File: config.mk
export PLATFORM = sky130hd
export DESIGN_NAME = migu_mem_arbiter
export DESIGN_NICKNAME = d
export VERILOG_FILES = /design/src/rtl/migu_mem_pkg.sv /design/src/rtl/migu_arb_streak.sv /design/src/rtl/migu_mem_arbiter.sv
export SDC_FILE = /design/constraint.sdc
export NUM_CORES = 1
export LEC_CHECK = 0
export ABC_AREA = 1
export CORE_AREA = 4 4 83 85
export CTS_BUF_LIST = sky130_fd_sc_hd__clkbuf_2
export DETAILED_ROUTE_END_ITERATION = 10
export DIE_AREA = 0 0 87 89
export GPL_ROUTABILITY_DRIVEN = 0
export PLACE_DENSITY = 0.79
export SETUP_SLACK_MARGIN = 0.2
export SYNTH_ARGS = -nofsm -noshare
export SYNTH_HDL_FRONTEND = slang
export SYNTH_SLANG_ARGS = --single-unit
File: constraint.sdc
create_clock -name clk -period 2.6 [get_ports clk]
set_input_delay 0.78 -clock clk [delete_from_list [all_inputs] [get_ports clk]]
set_output_delay 0.78 -clock clk [all_outputs]
set_load 0.01 [all_outputs]
File: src/rtl/migu_mem_pkg.sv
// Shared definitions for the MigU unified-SRAM arbiter: default sizes,
// the response owner encoding and the streak counter width.
package migu_mem_pkg;

    localparam int DEF_ADDR_WIDTH    = 16;
    localparam int DEF_DATA_WIDTH    = 32;
    localparam int DEF_MAX_LS_STREAK = 4;
    localparam int WORD_ADDR_W       = DEF_ADDR_WIDTH - 2;
    localparam int STREAK_W          = 4;

    // Who owns the SRAM read data returning in the next cycle.
    typedef enum logic [1:0] {
        OWN_NONE  = 2'd0,
        OWN_IF    = 2'd1,
        OWN_LS_RD = 2'd2,
        OWN_LS_WR = 2'd3
    } owner_e;

endpackage

File: src/rtl/migu_arb_streak.sv
// Priority decision between fetch (IF) and load/store (LS) plus the LS
// streak counter that guarantees fetch a slot after MAX_LS_STREAK
// consecutive LS wins while fetch was waiting.
module migu_arb_streak
    import migu_mem_pkg::*;
#(
    parameter int MAX_LS_STREAK = DEF_MAX_LS_STREAK
) (
    input  logic clk_i,
    input  logic rst_i,
    input  logic if_valid_i,
    input  logic ls_valid_i,
    output logic grant_if_o,
    output logic grant_ls_o
);

    localparam logic [STREAK_W-1:0] MAX_S = STREAK_W'(MAX_LS_STREAK);

    logic [STREAK_W-1:0] streak_q, streak_d;
    logic                if_turn;

    // Grants and next streak; reset masks all grants so SRAM outputs drop at once.
    always_comb begin
        if_turn    = (streak_q == MAX_S);
        grant_if_o = !rst_i && if_valid_i && (!ls_valid_i || if_turn);
        grant_ls_o = !rst_i && ls_valid_i && !grant_if_o;
        streak_d   = streak_q;
        if (!if_valid_i || grant_if_o) begin
            streak_d = '0;
        end else if (grant_ls_o && !if_turn) begin
            streak_d = streak_q + 1'b1;
        end
    end

    // Streak register.
    always_ff @(posedge clk_i or posedge rst_i) begin
        if (rst_i) begin
            streak_q <= '0;
        end else begin
            streak_q <= streak_d;
        end
    end

endmodule

File: src/rtl/migu_mem_arbiter.sv
// Arbiter sharing the single-port unified SRAM between instruction fetch
// (read-only) and the load/store unit. One grant per cycle; read data
// returns one cycle later and is steered by the owner register.
// Optional grant/conflict statistics: define MIGU_MEM_ARB_STATS_EN.
//
// Handshake: a request transfers on valid && ready in the same cycle;
// ready goes only to the granted requester, and the requester holds its
// request fields stable while valid && !ready. Responses have no
// backpressure and arrive exactly one cycle after the grant.
module migu_mem_arbiter
    import migu_mem_pkg::*;
#(
    parameter int ADDR_WIDTH    = DEF_ADDR_WIDTH,
    parameter int DATA_WIDTH    = DEF_DATA_WIDTH,
    parameter int MAX_LS_STREAK = DEF_MAX_LS_STREAK
) (
    input  logic                    clk,
    input  logic                    rst,
    input  logic                    if_req_valid,
    output logic                    if_req_ready,
    input  logic [ADDR_WIDTH-3:0]   if_req_addr,
    output logic                    if_rsp_valid,
    output logic [DATA_WIDTH-1:0]   if_rsp_data,
    input  logic                    ls_req_valid,
    output logic                    ls_req_ready,
    input  logic                    ls_req_we,
    input  logic [DATA_WIDTH/8-1:0] ls_req_be,
    input  logic [ADDR_WIDTH-3:0]   ls_req_addr,
    input  logic [DATA_WIDTH-1:0]   ls_req_wdata,
    output logic                    ls_rsp_valid,
    output logic [DATA_WIDTH-1:0]   ls_rsp_data,
    output logic                    sram_en,
    output logic                    sram_we,
    output logic [DATA_WIDTH/8-1:0] sram_be,
    output logic [ADDR_WIDTH-3:0]   sram_addr,
    output logic [DATA_WIDTH-1:0]   sram_wdata,
    input  logic [DATA_WIDTH-1:0]   sram_rdata
`ifdef MIGU_MEM_ARB_STATS_EN
    ,
    output logic [31:0]             stat_if_grants,
    output logic [31:0]             stat_ls_grants,
    output logic [31:0]             stat_conflicts
`endif
);

    logic   grant_if, grant_ls;
    owner_e owner_q, owner_d;

    migu_arb_streak #(
        .MAX_LS_STREAK(MAX_LS_STREAK)
    ) u_streak (
        .clk_i      (clk),
        .rst_i      (rst),
        .if_valid_i (if_req_valid),
        .ls_valid_i (ls_req_valid),
        .grant_if_o (grant_if),
        .grant_ls_o (grant_ls)
    );

    assign if_req_ready = grant_if;
    assign ls_req_ready = grant_ls;

    // SRAM request mux: LS fields when LS wins, read-only access for IF, zeros when idle.
    always_comb begin
        sram_en    = 1'b0;
        sram_we    = 1'b0;
        sram_be    = '0;
        sram_addr  = '0;
        sram_wdata = '0;
        if (grant_ls) begin
            sram_en    = 1'b1;
            sram_we    = ls_req_we;
            sram_be    = ls_req_be;
            sram_addr  = ls_req_addr;
            sram_wdata = ls_req_wdata;
        end else if (grant_if) begin
            sram_en    = 1'b1;
            sram_addr  = if_req_addr;
        end
    end

    // Next owner: set by this cycle's grant, otherwise falls back to NONE.
    always_comb begin
        owner_d = OWN_NONE;
        if (grant_if) begin
            owner_d = OWN_IF;
        end else if (grant_ls) begin
            owner_d = ls_req_we ? OWN_LS_WR : OWN_LS_RD;
        end
    end

    // Owner register; reset drops any response still in flight.
    always_ff @(posedge clk or posedge rst) begin
        if (rst) begin
            owner_q <= OWN_NONE;
        end else begin
            owner_q <= owner_d;
        end
    end

    // Response steering; data is forced to zero whenever its valid is low.
    always_comb begin
        if_rsp_valid = 1'b0;
        if_rsp_data  = '0;
        ls_rsp_valid = 1'b0;
        ls_rsp_data  = '0;
        case (owner_q)
            OWN_IF: begin
                if_rsp_valid = 1'b1;
                if_rsp_data  = sram_rdata;
            end
            OWN_LS_RD: begin
                ls_rsp_valid = 1'b1;
                ls_rsp_data  = sram_rdata;
            end
            OWN_LS_WR: begin
                ls_rsp_valid = 1'b1;
            end
            default: begin
            end
        endcase
    end

`ifdef MIGU_MEM_ARB_STATS_EN
    logic [31:0] stat_if_q, stat_ls_q, stat_conf_q;

    // Free-running grant and conflict counters, wrapping modulo 2^32.
    always_ff @(posedge clk or posedge rst) begin
        if (rst) begin
            stat_if_q   <= '0;
            stat_ls_q   <= '0;
            stat_conf_q <= '0;
        end else begin
            if (grant_if) begin
                stat_if_q <= stat_if_q + 32'd1;
            end
            if (grant_ls) begin
                stat_ls_q <= stat_ls_q + 32'd1;
            end
            if (if_req_valid && ls_req_valid) begin
                stat_conf_q <= stat_conf_q + 32'd1;
            end
        end
    end

    assign stat_if_grants = stat_if_q;
    assign stat_ls_grants = stat_ls_q;
    assign stat_conflicts = stat_conf_q;
`endif

endmodule

# == Word-level counts from Yosys, hierarchy flattened ==
# Index checks and enable logic that the tools add are counted.
# word_totals
in_bits,101
output_inout_bits,120
elab_cells,37
regBits,6
# op_classes
n_addsub,1
n_mux,16
n_reduce_logical,14
eq_ne,4
# op_table
op,n
$mux W32,3
$mux W14,2
$mux W4,3
$mux W1,6
$logic_and A1 B1 Y1,5
$logic_not A1 Y1,5
$add A4 B1 Y4 const B,1
$eq A2 B2 Y1 const B,2
$eq A4 B3 Y1 const B,1
$mux W2,2
$eq A2 B1 Y1 const B,1
$logic_or A1 B1 Y1,2
$reduce_bool A2 Y1,1
$reduce_or A2 Y1,1

# == Logic depth before layout (Yosys ltp) ==
# logic_depth
ltp_word,8
mapped_depth,9
ltp_nobuf,7

# == Hierarchy ==
# From an unflattened synthesis, not the netlist that was laid out.
# hier_totals
cells_unflattened,280
hier_area_um2,1332.5
# modules_own_cells
module,seq_area_each_um2,area_each_um2,n_inst,cells_each
migu_mem_arbiter,50.0,1049.8,1,241
migu_arb_streak,100.1,282.8,1,39

# == Worst setup path after synthesis ==
# OpenSTA, ideal clock, no wires.
# synth_timing
path_type,in2out
start,input port ls_req_valid
end,output port sram_be[0]
arrival_time_ns,1.505
cell_stages,6
path_buffers,2
setup_slack_ns,0.315
t_required_ns,1.820
cell_sequence,inv_2 -> nor2_2 -> nand2_2 -> buf_6 -> buf_6 -> nor2_1
# synth_between
elab_chain_cells,6
word_cells_on_any_way,7
cone_classes,1 x mux; 6 x reduce/logical
# synth_lines
element,line_no,rtl
start: declaration,migu_mem_arbiter.sv:24,"input logic ls_req_valid,"
$logic_not A1 Y1,migu_arb_streak.sv:25,grant_if_o = !rst_i && if_valid_i && (!ls_valid_i || if_turn);
$logic_or A1 B1 Y1,migu_arb_streak.sv:25,
$logic_and A1 B1 Y1,migu_arb_streak.sv:25,
$logic_not A1 Y1,migu_arb_streak.sv:26,grant_ls_o = !rst_i && ls_valid_i && !grant_if_o;
$logic_and A1 B1 Y1 (*),migu_arb_streak.sv:26,
$mux W4 (*),migu_mem_arbiter.sv:70,if (grant_ls) begin
end: declaration,migu_mem_arbiter.sv:34,"output logic [DATA_WIDTH/8-1:0] sram_be,"
# Mark *: on every way between the ends. The rest lies on a longest branch, timed or not.

# == Worst setup path after layout ==
# layout_timing
start,input port rst
end,output port sram_addr[2]
# layout_between
elab_chain_cells,6
word_cells_on_any_way,8
cone_classes,2 x mux; 6 x reduce/logical
# layout_lines
element,line_no,rtl
start: declaration,migu_mem_arbiter.sv:18,"input logic rst,"
$logic_not A1 Y1 (*),"migu_arb_streak.sv:25, migu_arb_streak.sv:26",
$logic_and A1 B1 Y1 (2 in series),migu_arb_streak.sv:25,
$logic_not A1 Y1,migu_arb_streak.sv:26,
$logic_and A1 B1 Y1,migu_arb_streak.sv:26,
$mux W14 (*),migu_mem_arbiter.sv:70,
end: declaration,migu_mem_arbiter.sv:35,"output logic [ADDR_WIDTH-3:0] sram_addr,"
# Marked as above.

==> impl_metrics.py <==
metrics = {
    "run_status": {
        "status": "finished clean",
    },
    "timing": {
        "period_needed_ns": 2.44,
        "setup_viol": 0,
        "slew_headroom_pct": 78.7,
        "rsz0062_at_grt": "true",
        "fmax_mhz": 409,
        "period_share_pct": 94.0,
        "finClkSkew_ns": 0.00460,
        "finalHoldViolations": 0,
        "tightest_slew_ns": 0.320,
        "slew_violations": 0,
    },
    "yosys": {
        "async_reset_ff_share_pct": 100,
        "synth_most_common_cell": "nor2_1",
        "synth_area_um2": 1260,
        "syn_inst": 274,
        "synth_top_area_share_pct": 31.3,
        "synth_edf_count": 0,
        "seq_area_frac_synth_pct": 11.9,
        "ys.flop_type": "dfrtp_1",
        "yosys_register_bits": 6,
        "yosysWarnings": 0,
        "yosys.area.top_type": "nor2_1",
        "syn_area_per_cell_um2": 4.60,
        "ys_top_cells_by_count": "105 x nor2_1, 78 x inv_1, 31 x nand3_1",
        "ys_types": 18,
        "synth.area.top_cells": "nor2_1 31%, inv_1 23%, nand3_1 12%",
        "syn_nets": 377,
    },
    "setup_path": {
        "cp.required_ns": 1.82,
        "cpLargestDelayFamily": "buffers and inverters",
        "cp-start-kind": "primary input",
        "max_stage_delay_ns": 0.14,
        "r2r_cells": 10,
        "cp.depth": 8,
        "cp_max_fo": 7,
        "cp-end-kind": "output pin",
        "reg2reg_slack_ns": 1.11,
        "critPathKind": "in -> out",
        "cp_num_buf_inv": 5,
        "cp_data_arrival_time_ns": 1.66,
        "crit_chain": "buf_6, nor2_4, buf_6, buf_8, buf_4, nand3_1, nand2_1, buf_2",
        "crit_slowest_cell": "nor2_4",
        "cpMostUsedCell": "buf_6",
    },
    "cts": {
        "worstSkewPairLatency_ns": 0.22,
        "tritoncts": "done",
        "htree_levels": 1,
        "clk_path_buf_depth": 2,
        "clk_pin_slew_ns": 0.05,
        "cts_sinks": 6,
        "cts_inserted_buffers": 3,
        "root_buffer": "clkbuf_2",
    },
    "cells_and_area": {
        "nFillCells": 578,
        "areaGrowthSynthToFinish_pct": 199,
        "layout.nets": 625,
        "drive_above_1_share_pct": 39.2,
        "fin_area_um2": 3760,
    },
    "drt": {
        "num_vias": 2531,
        "drt_wl_total_um": 8150,
        "drc": 0,
        "ant_nets": 0,
        "route.met2.wl_um": 4370,
        "drt-met1-wl_um": 2610,
        "routedWlPerCell_um": 13.6,
        "wl_met3_um": 994,
        "route.top_layer_used": "met4",
        "avgViaCountPerCell": 4.23,
        "drt-pass1-iter-count": 4,
        "drt_iter0_drc": 37,
    },
    "placed_design": {
        "dpl_cell_area_um2": 3600,
        "hpwl_um": 5920,
        "portBuffers": 220,
    },
    "global_routing": {
        "grt_max_degree": 33,
        "grtUsageTotal_pct": 18.3,
        "grt_pass1_wl_um": 11500,
        "grt.overflow.total": 0,
        "grt_pass1_vias": 2488,
        "antenna_found_initial": 0,
    },
    "floorplan": {
        "die_h_um": 89,
        "die_width_um": 87,
        "dieArea_um2": 7740,
        "core_area_um2": 6200,
        "initial_core_util_pct": 20.3,
        "io_pins": 221,
        "num_rows": 29,
    },
    "pwr": {
        "power_mw": 0.809,
        "p_seq_share_pct": 14.0,
        "power_frac_comb_pct": 78.0,
        "p_per_area_nw_per_um2": 215,
        "swShare_pct": 39.1,
        "peakVddDrop_v": 0.000163,
        "clkPwrFrac_pct": 8.0,
        "leakage_nw": 2.22,
        "p_int_mw": 0.493,
        "power_switching_mw": 0.316,
    },
    "min_path": {
        "worstHoldPathCells": 3,
        "hold_path.class": "reg -> reg",
    },
    "flow_run": {
        "maxCapViolations": 0,
    },
}
-- kinds of logic (layout without fill, tap and decap cells) --
logic type / Yosys count / in the layout / share of synthesized area, %
other: 0 / 1 / 0
AO/OA/AOI/OAI: 4 / 4 / 1.69
XOR/XNOR: 1 / 1 / 0.695
adder cells (fa/ha/maj): 2 / 2 / 1.99
buffers and inverters: 97 / 343 / 30.4
AND/OR/NAND/NOR: 164 / 164 / 53.3
flip-flops: 6 / 6 / 11.9
-- final cells by class --
class / instances / area (µm²) / area share (%)
antenna: 1 / 2.50 / 0.0665
sequential: 6 / 150 / 3.99
inverter: 82 / 310 / 8.24
timing repair buffer: 258 / 2240 / 59.4
tap: 77 / 96.3 / 2.56
clock buffer: 3 / 15.0 / 0.399
multi-input combinational: 171 / 952 / 25.3
-- worst reg2reg max path, stage by stage (launching register included) --
cell,delay (ns)
dfrtp_1,0.39
inv_2,0.09
ha_4,0.15
nand3_4,0.07
nand2_4,0.08
nand2_4,0.06
buf_4,0.14
buf_6,0.13
buf_4,0.13
nand2_1,0.07
nor2_1,0.05
-- stage by stage --
stage / hold WS [ns] / setup TNS [ns] / util (%) / std cells / setup slack, ns
finish: 0.585 / 0 / 60.7 / 598 / 0.156
global route: 0.631 / 0 / 60.6 / 597 / 0.0917
CTS: 0.557 / 0 / 59.5 / 590 / 0.178
detailed placement: 0.550 / -37.84 / 58.0 / 570 / -0.668
global placement: 0.532 / -36.03 / 58.0 / 570 / -0.654
floorplan: 0.515 / 0 / - / 274 / 0.315
-- final timing paths --
check | start | end
max | rst | sram_addr[2]
max reg2reg | u_streak.streak_q[1] | u_streak.streak_q[3]
min | u_streak.streak_q[3] | u_streak.streak_q[3]
min in group asynchronous | rst | u_streak.streak_q[2]
max in group asynchronous | rst | owner_q[0]
min reg2reg | u_streak.streak_q[3] | u_streak.streak_q[3]
-- routing by layer --
metal	vias up	global-route usage [%]
met1	1106	17.8
met3	14	7.10
met2	148	35.7
met4	0	4.82
li1	1263	-
met5	-	0
-- placed cells by master (no fill, tap or decap), types with 3 or more instances in the layout --
cell type        Yosys  routed
clkdlybuf4s50_1      0      99
buf_2                3      78
nor2_1             105      77
inv_1               78      76
buf_6                2      34
nand3_1             31      29
nand2_1             23      23
nor2_4               1      23
clkbuf_2             0      20
buf_4                0      19
nor2_2               1       7
dfrtp_1              6       6
inv_2                4       5
buf_16               0       4
nand2_4              0       3
buf_8                0       3
-- power groups by stage --
stage / Combinational [mW] / Clock (mW) / Sequential [mW]
3_5_place_dp: 0.542 / 0 / 0.114
3_3_place_gp: 0.536 / 0 / 0.112
5_1_grt: 0.686 / 0.0703 / 0.115
4_1_cts: 0.565 / 0.0667 / 0.111
6_report: 0.631 / 0.0648 / 0.113
2_1_floorplan: 0.185 / 0 / 0.112
-- what timing repair did --
item                       CTS  global route
setup buffers               13             5
setup endpoints to repair  118           108
pin swaps                   10            11
gates cloned                 4             2
gates resized for setup    457           117
hold buffers                 0             0
-- state kept, by name (all words and copies together) (netlist names) --
signal	count
u_streak.streak_q	4
owner_q	2
No activity file was read; power rests on OpenSTA's default activity.
